### config.mk
export PLATFORM = sky130hd
export DESIGN_NAME = i2c_cfg_sequencer_flat
export DESIGN_NICKNAME = d
export VERILOG_FILES = /design/src/rtl/i2c_cfg_sequencer_pkg.sv /design/src/rtl/i2c_cfg_sequencer_if.sv /design/src/rtl/i2c_cfg_sequencer_delay_timer.sv /design/src/rtl/i2c_cfg_sequencer.sv /design/src/flat_wrapper.sv
export SDC_FILE = /design/constraint.sdc
export NUM_CORES = 1
export LEC_CHECK = 0
export ABC_CLOCK_PERIOD_IN_PS = 5100
export BUFFER_PORTS_ARGS = -buffer_cell sky130_fd_sc_hd__buf_2
export CAP_MARGIN = 15
export CORE_MARGIN = 10
export CORE_UTILIZATION = 58
export DETAILED_ROUTE_END_ITERATION = 8
export GPL_ROUTABILITY_DRIVEN = 0
export PLACE_DENSITY = 0.8
export SYNTH_ARGS = -nofsm -noshare
export SYNTH_HDL_FRONTEND = slang
export SYNTH_SLANG_ARGS = --single-unit
### constraint.sdc
create_clock -name clk -period 5.1 [get_ports clk]
set_input_delay 0.51 -clock clk [delete_from_list [all_inputs] [get_ports clk]]
set_output_delay 0.51 -clock clk [all_outputs]
set_load 0.1 [all_outputs]
### src/rtl/i2c_cfg_sequencer_pkg.sv
// i2c_cfg_pkg: shared state encoding and derived constants for the I2C config sequencer.
package i2c_cfg_pkg;
    typedef enum logic [3:0] {
        PWRUP, IDLE, FETCH, ISSUE, WAIT, DELAY, GAP, NEXT, DONE, ERROR, RD_ISSUE, RD_WAIT
    } state_t;

    function automatic logic [63:0] delay_mark(input int unsigned w);
        return (64'd1 << w) - 64'd1;
    endfunction

    // Clocks per millisecond; never below one so slow test clocks still tick.
    function automatic int unsigned ms_div(input int unsigned f);
        return (f >= 2000) ? f / 1000 : 1;
    endfunction
endpackage

### src/rtl/i2c_cfg_sequencer_if.sv
// i2c_cfg_if: write/readback handshake between the sequencer and the I2C master.
// CFG_READBACK_EN adds the rd qualifier for readback transactions.
interface i2c_cfg_if #(parameter int ADDR_W = 16, parameter int DATA_W = 8);
    logic              req;
    logic [ADDR_W-1:0] addr;
    logic [DATA_W-1:0] wdata;
    logic [DATA_W-1:0] rdata;
    logic              ack;
    logic              nack;
`ifdef CFG_READBACK_EN
    logic              rd;
`endif
    modport master (
        output req, addr, wdata,
`ifdef CFG_READBACK_EN
        output rd,
`endif
        input  ack, nack, rdata
    );
    modport slave (
        input  req, addr, wdata,
`ifdef CFG_READBACK_EN
        input  rd,
`endif
        output ack, nack, rdata
    );
endinterface

### src/rtl/i2c_cfg_sequencer_delay_timer.sv
// i2c_cfg_delay_timer: down-counter in ms or cycle units; comes out of reset loaded with the power-up wait.
module i2c_cfg_delay_timer #(
    parameter int unsigned DIV     = 1,
    parameter int unsigned RST_CNT = 0
) (
    input  logic        clk,
    input  logic        rst,
    input  logic        load_i,
    input  logic        ms_i,
    input  logic [31:0] cnt_i,
    output logic        done_o
);
    logic [31:0] rem_q, pre_q;
    logic        ms_q;

    always_ff @(posedge clk or posedge rst) begin
        if (rst) begin
            rem_q <= RST_CNT;
            pre_q <= DIV - 1;
            ms_q  <= 1'b1;
        end else if (load_i) begin
            rem_q <= cnt_i;
            pre_q <= DIV - 1;
            ms_q  <= ms_i;
        end else if (rem_q != 32'd0) begin
            if (!ms_q || pre_q == 32'd0) begin
                rem_q <= rem_q - 32'd1;
                pre_q <= DIV - 1;
            end else begin
                pre_q <= pre_q - 32'd1;
            end
        end
    end

    assign done_o = rem_q == 32'd0;
endmodule

### src/rtl/i2c_cfg_sequencer.sv
// i2c_cfg_sequencer: walks a combinational {addr,data} LUT and issues each entry as an I2C write.
// CFG_READBACK_EN: verify every write with a readback of the same address.
module i2c_cfg_sequencer
    import i2c_cfg_pkg::*;
#(
    parameter int          ADDR_W     = 16,
    parameter int          DATA_W     = 8,
    parameter int          IDX_W      = 8,
    parameter int unsigned CLK_FREQ   = 50000000,
    parameter int unsigned POWERUP_MS = 20,
    parameter int unsigned GAP_CYC    = 1000,
    parameter int unsigned MAX_RETRY  = 3
) (
    input  logic                     clk,
    input  logic                     rst,
    input  logic                     cfg_start,
    output logic [IDX_W-1:0]         lut_index,
    input  logic [ADDR_W+DATA_W-1:0] lut_data,
    input  logic [IDX_W-1:0]         lut_size,
    i2c_cfg_if.master                bus,
    output logic                     cfg_busy,
    output logic                     cfg_done,
    output logic                     cfg_error,
    output logic [IDX_W-1:0]         err_index
);
    localparam logic [ADDR_W-1:0] MARK   = ADDR_W'(delay_mark(ADDR_W));
    localparam logic [31:0]       GAP_LD = (GAP_CYC > 0) ? GAP_CYC - 1 : 0;

    state_t            state_q, state_d;
    logic [IDX_W-1:0]  idx_q, idx_d, size_q, size_d, err_idx_q, err_idx_d, cur_size;
    logic [7:0]        retry_q, retry_d;
    logic [ADDR_W-1:0] addr_q, addr_d;
    logic [DATA_W-1:0] wdata_q, wdata_d;
    logic              req_q, req_d, busy_q, busy_d, done_q, done_d, error_q, error_d;
    logic              rd_q, rd_d, rb_fail, t_load, t_ms, t_done;
    logic [31:0]       t_cnt;

    i2c_cfg_delay_timer #(.DIV(ms_div(CLK_FREQ)), .RST_CNT(POWERUP_MS)) u_timer (
        .clk(clk), .rst(rst), .load_i(t_load), .ms_i(t_ms), .cnt_i(t_cnt), .done_o(t_done)
    );

`ifdef CFG_READBACK_EN
    assign rb_fail = state_q == RD_WAIT && (bus.nack || (bus.ack && bus.rdata != wdata_q));
    assign bus.rd  = rd_q;
`else
    assign rb_fail = 1'b0;
`endif

    // The first fetch sees the live size; later fetches use the latched copy.
    assign cur_size = (idx_q == '0) ? lut_size : size_q;

    always_comb begin
        state_d   = state_q;
        idx_d     = idx_q;
        size_d    = size_q;
        retry_d   = retry_q;
        addr_d    = addr_q;
        wdata_d   = wdata_q;
        req_d     = 1'b0;
        rd_d      = 1'b0;
        done_d    = done_q;
        error_d   = error_q;
        err_idx_d = err_idx_q;
        t_load    = 1'b0;
        t_ms      = 1'b0;
        t_cnt     = '0;
        case (state_q)
            PWRUP: state_d = t_done ? FETCH : PWRUP;
            IDLE, DONE, ERROR: if (cfg_start) begin
                state_d = FETCH;
                idx_d   = '0;
                retry_d = '0;
                done_d  = 1'b0;
                error_d = 1'b0;
            end
            FETCH: begin
                addr_d  = lut_data[ADDR_W+DATA_W-1:DATA_W];
                wdata_d = lut_data[DATA_W-1:0];
                size_d  = cur_size;
                if (idx_q == cur_size) begin
                    state_d = DONE;
                    done_d  = 1'b1;
                end else if (lut_data[ADDR_W+DATA_W-1:DATA_W] == MARK) begin
                    state_d = DELAY;
                    t_load  = 1'b1;
                    t_ms    = 1'b1;
                    t_cnt   = 32'(lut_data[DATA_W-1:0]);
                end else begin
                    state_d = ISSUE;
                end
            end
            ISSUE: begin
                req_d   = 1'b1;
                state_d = WAIT;
            end
            WAIT: begin
                req_d = !(bus.ack || bus.nack);
                if (bus.ack && !bus.nack) begin
`ifdef CFG_READBACK_EN
                    state_d = RD_ISSUE;
`else
                    state_d = GAP;
                    t_load  = 1'b1;
                    t_cnt   = GAP_LD;
`endif
                end
            end
`ifdef CFG_READBACK_EN
            RD_ISSUE: begin
                req_d   = 1'b1;
                rd_d    = 1'b1;
                state_d = RD_WAIT;
            end
            RD_WAIT: begin
                req_d = !(bus.ack || bus.nack);
                rd_d  = req_d;
                if (bus.ack && !rb_fail) begin
                    state_d = GAP;
                    t_load  = 1'b1;
                    t_cnt   = GAP_LD;
                end
            end
`endif
            DELAY, GAP: state_d = t_done ? NEXT : state_q;
            NEXT: begin
                idx_d   = idx_q + 1'b1;
                retry_d = '0;
                state_d = FETCH;
            end
            default: state_d = PWRUP;
        endcase
        if ((state_q == WAIT && bus.nack) || rb_fail) begin
            if (retry_q < 8'(MAX_RETRY)) begin
                retry_d = retry_q + 8'd1;
                state_d = ISSUE;
            end else begin
                state_d   = ERROR;
                error_d   = 1'b1;
                err_idx_d = idx_q;
            end
        end
        busy_d = !(state_d inside {IDLE, DONE, ERROR});
    end

    always_ff @(posedge clk or posedge rst) begin
        if (rst) begin
            state_q   <= PWRUP;
            idx_q     <= '0;
            size_q    <= '0;
            retry_q   <= '0;
            addr_q    <= '0;
            wdata_q   <= '0;
            req_q     <= 1'b0;
            rd_q      <= 1'b0;
            busy_q    <= 1'b0;
            done_q    <= 1'b0;
            error_q   <= 1'b0;
            err_idx_q <= '0;
        end else begin
            state_q   <= state_d;
            idx_q     <= idx_d;
            size_q    <= size_d;
            retry_q   <= retry_d;
            addr_q    <= addr_d;
            wdata_q   <= wdata_d;
            req_q     <= req_d;
            rd_q      <= rd_d;
            busy_q    <= busy_d;
            done_q    <= done_d;
            error_q   <= error_d;
            err_idx_q <= err_idx_d;
        end
    end

    assign lut_index = idx_q;
    assign bus.req   = req_q;
    assign bus.addr  = addr_q;
    assign bus.wdata = wdata_q;
    assign cfg_busy  = busy_q;
    assign cfg_done  = done_q;
    assign cfg_error = error_q;
    assign err_index = err_idx_q;
endmodule

### src/flat_wrapper.sv
// flat-port wrapper written by rule: the top's interface ports become plain ports
module i2c_cfg_sequencer_flat import i2c_cfg_pkg::*;
#(
    parameter int          ADDR_W     = 16,
    parameter int          DATA_W     = 8,
    parameter int          IDX_W      = 8,
    parameter int unsigned CLK_FREQ   = 50000000,
    parameter int unsigned POWERUP_MS = 20,
    parameter int unsigned GAP_CYC    = 1000,
    parameter int unsigned MAX_RETRY  = 3
)
  (clk, rst, cfg_start, lut_index, lut_data, lut_size, cfg_busy, cfg_done, cfg_error, err_index, bus_req, bus_addr, bus_wdata, bus_ack, bus_nack, bus_rdata);
  i2c_cfg_if #(.ADDR_W(ADDR_W), .DATA_W(DATA_W)) bus_i ();
  input  logic clk;
  input  logic rst;
  input  logic cfg_start;
  output logic [IDX_W-1:0] lut_index;
  input  logic [ADDR_W+DATA_W-1:0] lut_data;
  input  logic [IDX_W-1:0] lut_size;
  output logic cfg_busy;
  output logic cfg_done;
  output logic cfg_error;
  output logic [IDX_W-1:0] err_index;
  output wire logic [$bits(bus_i.req)-1:0] bus_req;
  output wire logic [$bits(bus_i.addr)-1:0] bus_addr;
  output wire logic [$bits(bus_i.wdata)-1:0] bus_wdata;
  input wire logic [$bits(bus_i.ack)-1:0] bus_ack;
  input wire logic [$bits(bus_i.nack)-1:0] bus_nack;
  input wire logic [$bits(bus_i.rdata)-1:0] bus_rdata;
  assign bus_req = bus_i.req;
  assign bus_addr = bus_i.addr;
  assign bus_wdata = bus_i.wdata;
  assign bus_i.ack = bus_ack;
  assign bus_i.nack = bus_nack;
  assign bus_i.rdata = bus_rdata;
  i2c_cfg_sequencer #(.ADDR_W(ADDR_W), .DATA_W(DATA_W), .IDX_W(IDX_W), .CLK_FREQ(CLK_FREQ), .POWERUP_MS(POWERUP_MS), .GAP_CYC(GAP_CYC), .MAX_RETRY(MAX_RETRY)) u_core (.clk(clk), .rst(rst), .cfg_start(cfg_start), .lut_index(lut_index), .lut_data(lut_data), .lut_size(lut_size), .bus(bus_i), .cfg_busy(cfg_busy), .cfg_done(cfg_done), .cfg_error(cfg_error), .err_index(err_index));
endmodule
==> impl_metrics.tcl <==
set metrics [dict create \
    hold_buffers 0 \
    pre_cts_slack_ns 1.55 \
    core_region_area_um2 10900 \
    grtUsageTotal_pct 19.8 \
    drt_iter0_drc 459 \
    syn_inst 643 \
    drv_cap 0 \
    cts_tree "built" \
    slew_violations 0 \
    max-vdd-ir-drop_mv 0.714 \
    fin_ws_ns 1.41 \
    yosys_warnings 0 \
    skew_ns 0.00860 \
    io_pins 89 \
    via_count 5235 \
    cts-htree-levels 4 \
    p_leak_nw 3.36 \
    finalNetCount 774 \
    finalPower_mw 4.81 \
    final_core_util_pct 69.5 \
    grt_pass1_vias 5470 \
    synth_cell_types 67 \
    swShare_pct 47.7 \
    synth_seq_area_share_pct 50.1 \
    fin_setup_tns_ns 0 \
    grt_max_degree 95 \
    start_util_pct 59.4 \
    period_needed_ns 3.69 \
    routedWlPerCell_um 17.9 \
    worstPathArrival_ns 4.16 \
    r2r-start "u_core.lut_index[0]" \
    rsz0062_at_grt "false" \
    drc 0 \
    async_flop_share_pct 100 \
    cts_root_buf "clkbuf_8" \
    first_pass_iters 7 \
    grt_overflow 0 \
    wl_um 15700 \
    reg2reg_depth 10 \
    dp_hpwl_um 10500 \
    synthToLayoutAreaGrowth_pct 16.9 \
    syn_area_um2 6470 \
    fmaxAchievable_mhz 271 \
    r2r_slack_ns 1.41 \
    p_sw_mw 2.30 \
    clk_pin_slew_ns 0.06 \
    fp.dieH_um 126 \
    seq_power_share_pct 31.5 \
    slew_headroom_pct 30.5 \
    ys.flop_type "dfrtp_1" \
    outcome "finished clean" \
    synth-edff-count 0 \
    ctsResizeCount 0 \
    whs_ns 0.0587 \
    antenna_found_initial 0 \
    final_cell_mix "117 x dfrtp_1, 80 x buf_2, 79 x nor2_1" \
    fin_crit_sh_pct 72.3 \
    chipWidth_um 126 \
    clock-sinks 129 \
    num_rows 38 \
    via_per_inst 5.98 \
    crit_path_end "u_core.u_timer.pre_q[21]" \
    tightest_slew_ns 1.04 \
    p_per_area_nw_per_um2 636 \
    critPathMaxFanout 22 \
    fp.dieArea_um2 15800 \
    final_hold_viol_count 0 \
    required_ns 5.57 \
    clock_path_buffers 2 \
    hold_class "primary input to async pin" \
    n_antenna_cell 0 \
    clock_latency_ns 0.54 \
    drive_gt1_share_pct 24.3 \
    crit_path_start "u_core.lut_index[0]" \
    syn-num-nets 694 \
    syn-mean-instance-area_um2 10.1 \
    pwr-share-comb_pct 43.1 \
    synth-seq-cells 129 \
    setup_violations 0 \
    num-fill-cells 817 \
    critPathKind "flip-flop to flip-flop" \
    clkPwrFrac_pct 25.4 \
    mostFrequentLayoutCell "dfrtp_1" \
    ant_nets 0 \
    portBuffers 80 \
    start_kind "flip-flop" \
    post_cts_buffers 0 \
    cts_made_buffers 17 \
    cp-end-kind "flip-flop" \
    r2r_end "u_core.u_timer.pre_q[21]" \
    grt_pass1_wl_um 26100 \
    p_int_mw 2.52 \
]
## registers in the layout, indices dropped and copies added (netlist names), 8 cells and up
| signal | cells |
|---|---|
| u_core.bus.addr | 16 |
| u_core.bus.wdata | 8 |
| u_core.size_q | 8 |
| u_core.retry_q | 8 |
| u_core.u_timer.pre_q | 32 |
| u_core.u_timer.rem_q | 32 |
| u_core.err_index | 8 |
| u_core.lut_index | 8 |
## per-layer routing
layer | share of wire (%) | up-vias | track usage [%]
li1 | - | 2451 | -
met1 | 42 | 2565 | 22.6
met2 | 51 | 193 | 33.7
met3 | 6.0 | 26 | 6.54
met4 | 1.5 | 0 | 7.93
met5 | 0 | - | 0
## logic make-up after synthesis
| group | after synthesis | share of synthesized area [%] |
|---|---|---|
| AND/OR/NAND/NOR | 280 | 22.8 |
| flip-flops | 129 | 50.1 |
| adder cells (fa/ha/maj) | 6 | 1.16 |
| multiplexers | 36 | 6.24 |
| XOR/XNOR | 54 | 7.31 |
| buffers and inverters | 45 | 3.19 |
| AO/OA/AOI/OAI | 93 | 9.22 |
## worst max-delay path, stage by stage (launching register included)
cell and delay, ns:
dfrtp_1 0.43, inv_1 0.20, ha_1 0.21, or4b_1 0.46, o21ai_0 0.22, a21oi_1 0.12
a2111o_1 0.48, nand3_2 0.33, nand2_1 0.54, nor4_1 0.47, a31o_1 0.14
## cell usage after synthesis (16+ instances only)
cell / n / area share, %
mux2_2: 33 / 5.7
o21ai_0: 25 / 1.9
nand3_1: 22 / 1.7
nor3_1: 25 / 1.9
nor4_1: 21 / 2.0
nand2_1: 51 / 3.0
dfrtp_1: 117 / 45
a21oi_1: 16 / 1.2
xor2_1: 26 / 3.5
xnor2_1: 28 / 3.8
inv_1: 20 / 1.2
nor2_1: 80 / 4.6
## worst min path at each step
stage	endpoint	slack [ns]	cells past startpoint
2_1_floorplan	u_core.retry_q[2]	0.45	1
3_3_place_gp	u_core.err_index[6]	0.46	2
3_5_place_dp	u_core.cfg_error	0.47	2
4_1_cts	u_core.u_timer.rem_q[3]	0.18	2
5_1_grt	u_core.bus.addr[0]	0.1	2
6_report	u_core.err_index[4]	0.06	2
## cell type report
type | instances | area (um^2) | share of cell area [%]
Inverter | 21 | 81.3 | 1.07
Multi-Input combinational cell | 469 | 3030 | 40.0
Timing Repair Buffer | 85 | 450 | 5.95
Clock buffer | 20 | 435 | 5.75
Tap cell | 140 | 175 | 2.31
Sequential cell | 129 | 3240 | 42.9
Clock inverter | 12 | 158 | 2.08
## power by group through the flow
stage	Combinational, mW	Sequential (mW)	Clock (mW)
floorplan	0.686	2.51	0
global placement	2.01	1.50	0
detailed placement	2.06	1.52	0
CTS	2.08	1.51	1.23
global route	2.18	1.55	1.28
finish	2.07	1.51	1.22
## per-stage QoR
step	area, um^2	cells
finish	7570	876
global placement	6960	843
global route	7570	876
detailed placement	6960	843
floorplan	6470	643
CTS	7550	875
Note: power is estimated with default switching activity, not from simulation.
